**src/rtl/switch_input_reader_pkg.sv**
```systemverilog
// Shared definitions for the board input path: FSM state encoding and
// the default debounce length used when no override is given.
`timescale 1ns/1ps
package switch_input_reader_pkg;

    typedef enum logic [1:0] {
        IDLE       = 2'd0,
        WAIT_REL   = 2'd1,
        WAIT_PRESS = 2'd2,
        DONE       = 2'd3
    } state_t;

    // Short default keeps simulation fast; the board top overrides it
    // with 2_000_000 (20 ms at 100 MHz).
    localparam int DEB_CYCLES_DEFAULT = 20;

endpackage

```
**src/rtl/switch_input_reader_button_debouncer.sv**
```systemverilog
// Confirm-button conditioning: 2-flop synchronizer, stable-run debounce
// counter and rising-edge detect on the debounced level.
`timescale 1ns/1ps
module switch_input_reader_button_debouncer #(
    parameter int DEB_CYCLES = 20,
    parameter int CNT_W      = 21
) (
    input  logic clk,
    input  logic rst_n,
    input  logic raw,
    output logic level,
    output logic rise
);

    localparam logic [CNT_W-1:0] CNT_LAST = CNT_W'(DEB_CYCLES - 1);

    logic             sync_meta;
    logic             sync;
    logic [CNT_W-1:0] cnt;
    logic             level_d;

    // Bring the raw pin into the clock domain.
    always_ff @(posedge clk or negedge rst_n) begin
        if (!rst_n) begin
            sync_meta <= 1'b0;
            sync      <= 1'b0;
        end else begin
            sync_meta <= raw;
            sync      <= sync_meta;
        end
    end

    // Accept a new level only after DEB_CYCLES consecutive differing samples;
    // any sample agreeing with the current level restarts the run.
    always_ff @(posedge clk or negedge rst_n) begin
        if (!rst_n) begin
            cnt   <= '0;
            level <= 1'b0;
        end else if (sync != level) begin
            if (cnt == CNT_LAST) begin
                level <= sync;
                cnt   <= '0;
            end else begin
                cnt <= cnt + 1'b1;
            end
        end else begin
            cnt <= '0;
        end
    end

    // One-cycle delayed level for edge detection.
    always_ff @(posedge clk or negedge rst_n) begin
        if (!rst_n) begin
            level_d <= 1'b0;
        end else begin
            level_d <= level;
        end
    end

    assign rise = level & ~level_d;

endmodule

```
**src/rtl/switch_input_reader.sv**
```systemverilog
// CPU-facing switch reader: on a read request, waits for a fresh debounced
// press of the confirm button, then captures the synchronized DIP switches.
//
//  state      | meaning
//  -----------+-----------------------------------------------------------
//  IDLE       | no request outstanding; rd_req sampled here only
//  WAIT_REL   | request taken while button already held; wait for release
//  WAIT_PRESS | waiting for a debounced rising edge; capture on it
//  DONE       | capture complete; rd_valid fires on the way back to IDLE
`timescale 1ns/1ps
module switch_input_reader
    import switch_input_reader_pkg::*;
#(
    parameter int DATA_W     = 16,
    parameter int DEB_CYCLES = DEB_CYCLES_DEFAULT,
    parameter int CNT_W      = 21
) (
    input  logic              clk,
    input  logic              rst_n,
    input  logic [DATA_W-1:0] sw,
    input  logic              btn_confirm,
    input  logic              rd_req,
    output logic [DATA_W-1:0] rd_data,
    output logic              rd_valid,
    output logic              busy
);

    logic [DATA_W-1:0] sw_meta;
    logic [DATA_W-1:0] sw_s;
    logic              btn_db;
    logic              btn_rise;
    logic              capture;
    state_t            state;
    state_t            state_next;

    // Switches are static in normal use, so a plain 2-flop bus sync suffices.
    always_ff @(posedge clk or negedge rst_n) begin
        if (!rst_n) begin
            sw_meta <= '0;
            sw_s    <= '0;
        end else begin
            sw_meta <= sw;
            sw_s    <= sw_meta;
        end
    end

    switch_input_reader_button_debouncer #(
        .DEB_CYCLES (DEB_CYCLES),
        .CNT_W      (CNT_W)
    ) u_btn (
        .clk   (clk),
        .rst_n (rst_n),
        .raw   (btn_confirm),
        .level (btn_db),
        .rise  (btn_rise)
    );

    // State register plus registered outputs derived from it.
    always_ff @(posedge clk or negedge rst_n) begin
        if (!rst_n) begin
            state    <= IDLE;
            busy     <= 1'b0;
            rd_valid <= 1'b0;
            rd_data  <= '0;
        end else begin
            state    <= state_next;
            busy     <= (state_next != IDLE);
            rd_valid <= (state == DONE);
            if (capture) begin
                rd_data <= sw_s;
            end
        end
    end

    // Next-state decode; a held button must be released before it can count.
    always_comb begin
        state_next = state;
        capture    = 1'b0;
        case (state)
            IDLE: begin
                if (rd_req) begin
                    state_next = btn_db ? WAIT_REL : WAIT_PRESS;
                end
            end
            WAIT_REL: begin
                if (!btn_db) begin
                    state_next = WAIT_PRESS;
                end
            end
            WAIT_PRESS: begin
                if (btn_rise) begin
                    capture    = 1'b1;
                    state_next = DONE;
                end
            end
            DONE: begin
                state_next = IDLE;
            end
            default: begin
                state_next = IDLE;
            end
        endcase
    end

endmodule

```
**config.mk**
```make
export PLATFORM = sky130hd
export DESIGN_NAME = switch_input_reader
export DESIGN_NICKNAME = d
export VERILOG_FILES = /design/src/rtl/switch_input_reader_pkg.sv /design/src/rtl/switch_input_reader_button_debouncer.sv /design/src/rtl/switch_input_reader.sv
export SDC_FILE = /design/constraint.sdc
export NUM_CORES = 1
export LEC_CHECK = 0
export CAP_MARGIN = 10
export CELL_PAD_IN_SITES_DETAIL_PLACEMENT = 1
export CELL_PAD_IN_SITES_GLOBAL_PLACEMENT = 1
export CORE_MARGIN = 2
export CORE_UTILIZATION = 44
export CTS_CLUSTER_DIAMETER = 30
export DETAILED_ROUTE_END_ITERATION = 16
export PLACE_DENSITY = 0.75
export SYNTH_ARGS = -nofsm -noshare
export SYNTH_HDL_FRONTEND = slang
export SYNTH_SLANG_ARGS = --single-unit
```
**constraint.sdc**
```tcl
create_clock -name clk -period 1.8 [get_ports clk]
set_input_delay 0.54 -clock clk [delete_from_list [all_inputs] [get_ports clk]]
set_output_delay 0.54 -clock clk [all_outputs]
set_load 0.005 [all_outputs]
```
==> results of run 1 <==
==> metal layers <==
| layer | part of all wire | track usage |
|---|---|---|
| met5 | 0 | 0 |
| met4 | 0.021 | 0.0581 |
| met3 | 0.036 | 0.0656 |
| met2 | 0.49 | 0.282 |
| met1 | 0.46 | 0.227 |
==> what timing repair did <==
item | in CTS | in global routing
endpoints found under the setup margin | 0 | 16
hold buffers | 0 | 0
setup buffers | 0 | 1
gates resized for setup | 0 | 12
==> cell usage after synthesis (all sizes together) <==
master / number / area (um2)
xnor2: 7 / 61.3
mux2i: 2 / 20.0
and4: 4 / 37.5
buf: 3 / 21.3
nand4: 7 / 58.8
nor3: 2 / 15.0
o2bb2ai: 1 / 8.76
nand2: 6 / 22.5
nor2: 26 / 97.6
and2: 3 / 20.0
o21ai: 6 / 33.8
nor4bb: 1 / 10.0
a21oi: 4 / 23.8
dfrtp: 77 / 1930
nor3b: 1 / 7.51
mux2: 17 / 191
or3: 4 / 30.0
inv: 3 / 11.3
nor4: 6 / 37.5
and3: 2 / 12.5
nand3: 7 / 40.0
xor2: 8 / 70.1
ha: 1 / 12.5
==> metrics by stage <==
stage / area (um2) / std cells
floorplan: 2770 / 198
global placement: 3280 / 313
detailed placement: 3280 / 313
CTS: 3490 / 329
global route: 3540 / 330
finish: 3540 / 330
==> cells by family after synthesis <==
| family | synth area share |
|---|---|
| buffers and inverters | 0.0117 |
| DFF | 0.696 |
| adders and majority gates | 0.00452 |
| muxes | 0.0763 |
| xor gates and xnor gates | 0.0474 |
| AOI/OAI and AO/OA | 0.0239 |
| and+or+nand+nor | 0.140 |
==> cell usage in the layout, fill, tap and decap left out, types with 2 or more instances in the layout <==
| cell type | count |
|---|---|
| nor2_1 | 26 |
| nand3_1 | 6 |
| and2_1 | 2 |
| clkinv_2 | 2 |
| xor2_1 | 8 |
| mux2i_1 | 2 |
| and4_2 | 2 |
| and4_1 | 2 |
| nand4_1 | 6 |
| nor4_1 | 6 |
| mux2_2 | 17 |
| dlymetal6s2s_1 | 11 |
| or3_1 | 3 |
| and3_1 | 2 |
| bufinv_16 | 2 |
| a21oi_1 | 3 |
| clkdlybuf4s50_1 | 25 |
| inv_1 | 3 |
| xnor2_1 | 7 |
| dfrtp_1 | 77 |
| buf_4 | 6 |
| nand2_1 | 6 |
| clkbuf_8 | 9 |
| o21ai_0 | 5 |
| buf_12 | 2 |
==> cell type report <==
type	instances	area, um2
Inverter	3	11.3
Clock buffer	10	128
Timing Repair Buffer	44	473
Tap cell	75	93.8
Fill cell	584	2450
Sequential cell	77	1930
Clock inverter	6	86.3
Multi-Input combinational cell	115	817
==> path summary, 6_finish.rpt <==
path / start / endpoint / slack (ns) / depth (start not counted)
max in group asynchronous: rst_n / u_btn.cnt[5]$_DFF_PN0_ / 1.25 / 2
min in group clk: sw_meta[5]$_DFF_PN0_ / sw_s[5]$_DFF_PN0_ / 0.35 / 0
max: rd_data[1]$_DFFE_PN0P_ / rd_data[1] / 0.05 / 1
min: rst_n / sw_s[14]$_DFF_PN0_ / 0.07 / 1
min reg2reg: sw_meta[5]$_DFF_PN0_ / sw_s[5]$_DFF_PN0_ / 0.35 / 0
max reg2reg: u_btn.cnt[0]$_DFF_PN0_ / u_btn.level$_DFFE_PN0P_ / 0.14 / 5
==> power groups by stage <==
stage / Combinational, uW / Sequential (uW) / Clock [uW]
finish: 111 / 1790 / 1400
CTS: 116 / 1790 / 1450
detailed placement: 114 / 1820 / 0
floorplan: 19.8 / 1820 / 0
global placement: 111 / 1820 / 0
global route: 126 / 1800 / 1520
==> flip-flops by register name (all words and copies together) (netlist names), 2 cells and up <==
signal     count
state          2
sw_meta       16
sw_s          16
u_btn.cnt     21
rd_data       16
==> results by group, run 1 <==
Status
  – Status: finished clean

Worst hold path
  – Worst min path class: in -> async

Floorplanning
  – Effective utilization at floorplan: 0.462
  – Die extent in x: 83.3 um
  – Top Ports: 38
  – DIE AREA: 6950 um2
  – Die Ht: 83.3 um
  – Core footprint: 5990 um2
  – Site row count: 28

Clock tree
  – TritonCTS clock tree: built
  – Clock tree root buffer cell: clkbuf_8
  – Worst-skew pair later-pin latency: 0.35 ns
  – Clk pin slew, worst setup/hold paths: 0.08 ns
  – Inserted Clock Buffers: 9
  – Clk buf depth: 2
  – Clock sink count: 77
  – CTS H-tree lvls: 3

Final layout
  – Util after Layout: 0.590
  – Nets: 271
  – Share of cells above drive strength 1: 0.196
  – Area Growth Syn to Fin: 27.6%
  – Antenna cells: 0

Power and ir drop
  – Cell Int Power: 2610 uW
  – Psw: 694 uW
  – Lkg Pwr: 0.00176 uW
  – Combinational Power Share: 0.033
  – Tot Pwr: 3300 uW
  – Net Sw Frac: 0.210
  – VDD IR max: 0.779 mV
  – Seq pwr share: 0.542
  – Pwr dens: 934 nW/um2
  – Clk pwr share: 0.424

Yosys
  – Yosys warns: 0
  – Syn nets: 219
  – Syn Area/Cell: 14.0 um2
  – Sequential fraction of the synthesis area: 0.696
  – Gate Count Post-Synth: 198
  – Distinct cells, synth: 32
  – Post-synthesis register bit count: 77
  – Mapped cell area: 2770 um2

Critical path
  – Type of origin of the critical path: flop
  – WP data arrival: 1.21 ns
  – Critical path's largest stage delay: 0.51 ns
  – CP max-delay cell: clkdlybuf4s50_1
  – Critical path class: reg -> out
  – Crit-path max FO: 2
  – Endpoint class of the critical path: output pin
  – Critical path cell sequence: clkdlybuf4s50_1
  – Worst path buffer plus inverter count: 1
  – Family with the most delay on the worst path: buffers and inverters
  – CP Data Required Time: 1.26 ns

Timing
  – Final setup viols: 0
  – Final Hold Viols: 0
  – Ratio of final minimum period to clock period: 0.974
  – Worst-Margin Slew: 0.328 ns
  – Final min period: 1.75 ns
  – Final WS setup: 0.0467 ns
  – Slew HR: 0.779
  – TNS Setup: 0 ns
  – Worst Skew: 0.00809 ns
  – Max Slew Vio Count: 0
  – Min Hold Slack: 0.0719 ns
  – Max Clk Rate: 0.570 GHz

Placed design
  – PortBufs: 37
  – Post-DP HPWL: 3780 um
  – Setup slack at placement: 0.143 ns
  – Routability congestion estimate: 0.752

GRT
  – Gr ovfl total: 0
  – First-pass GRT wire length: 9400 um
  – Vias in the first global route: 1827
  – GRT Overall Usage: 0.178
  – Largest net degree at the start of global routing: 32
  – Initial antenna violation count: 0

Job
  – Max cap viols: 0

Route
  – DR vias/cell: 5.13
  – Routed wire length: 5480 um
  – DR WL/cell: 16.6 um
  – DRC violation total after the first TritonRoute iteration: 32
  – TritonRoute pass-1 iters: 4
  – Total number of vias: 1692
  – Final routed DRC violation total: 0
  – Post-route ant nets: 0
(Power assumes the default switching activity.)
==> run 2, diff against run 1 <==
--- a/config.mk
+++ b/config.mk
@@ -13,6 +13,7 @@
 export CTS_CLUSTER_DIAMETER = 30
 export DETAILED_ROUTE_END_ITERATION = 16
 export PLACE_DENSITY = 0.75
+export SLEW_MARGIN = 20
 export SYNTH_ARGS = -nofsm -noshare
 export SYNTH_HDL_FRONTEND = slang
 export SYNTH_SLANG_ARGS = --single-unit
==> results of run 2 <==
No change in the layout: final DEF, timing and power equal those of run 1.
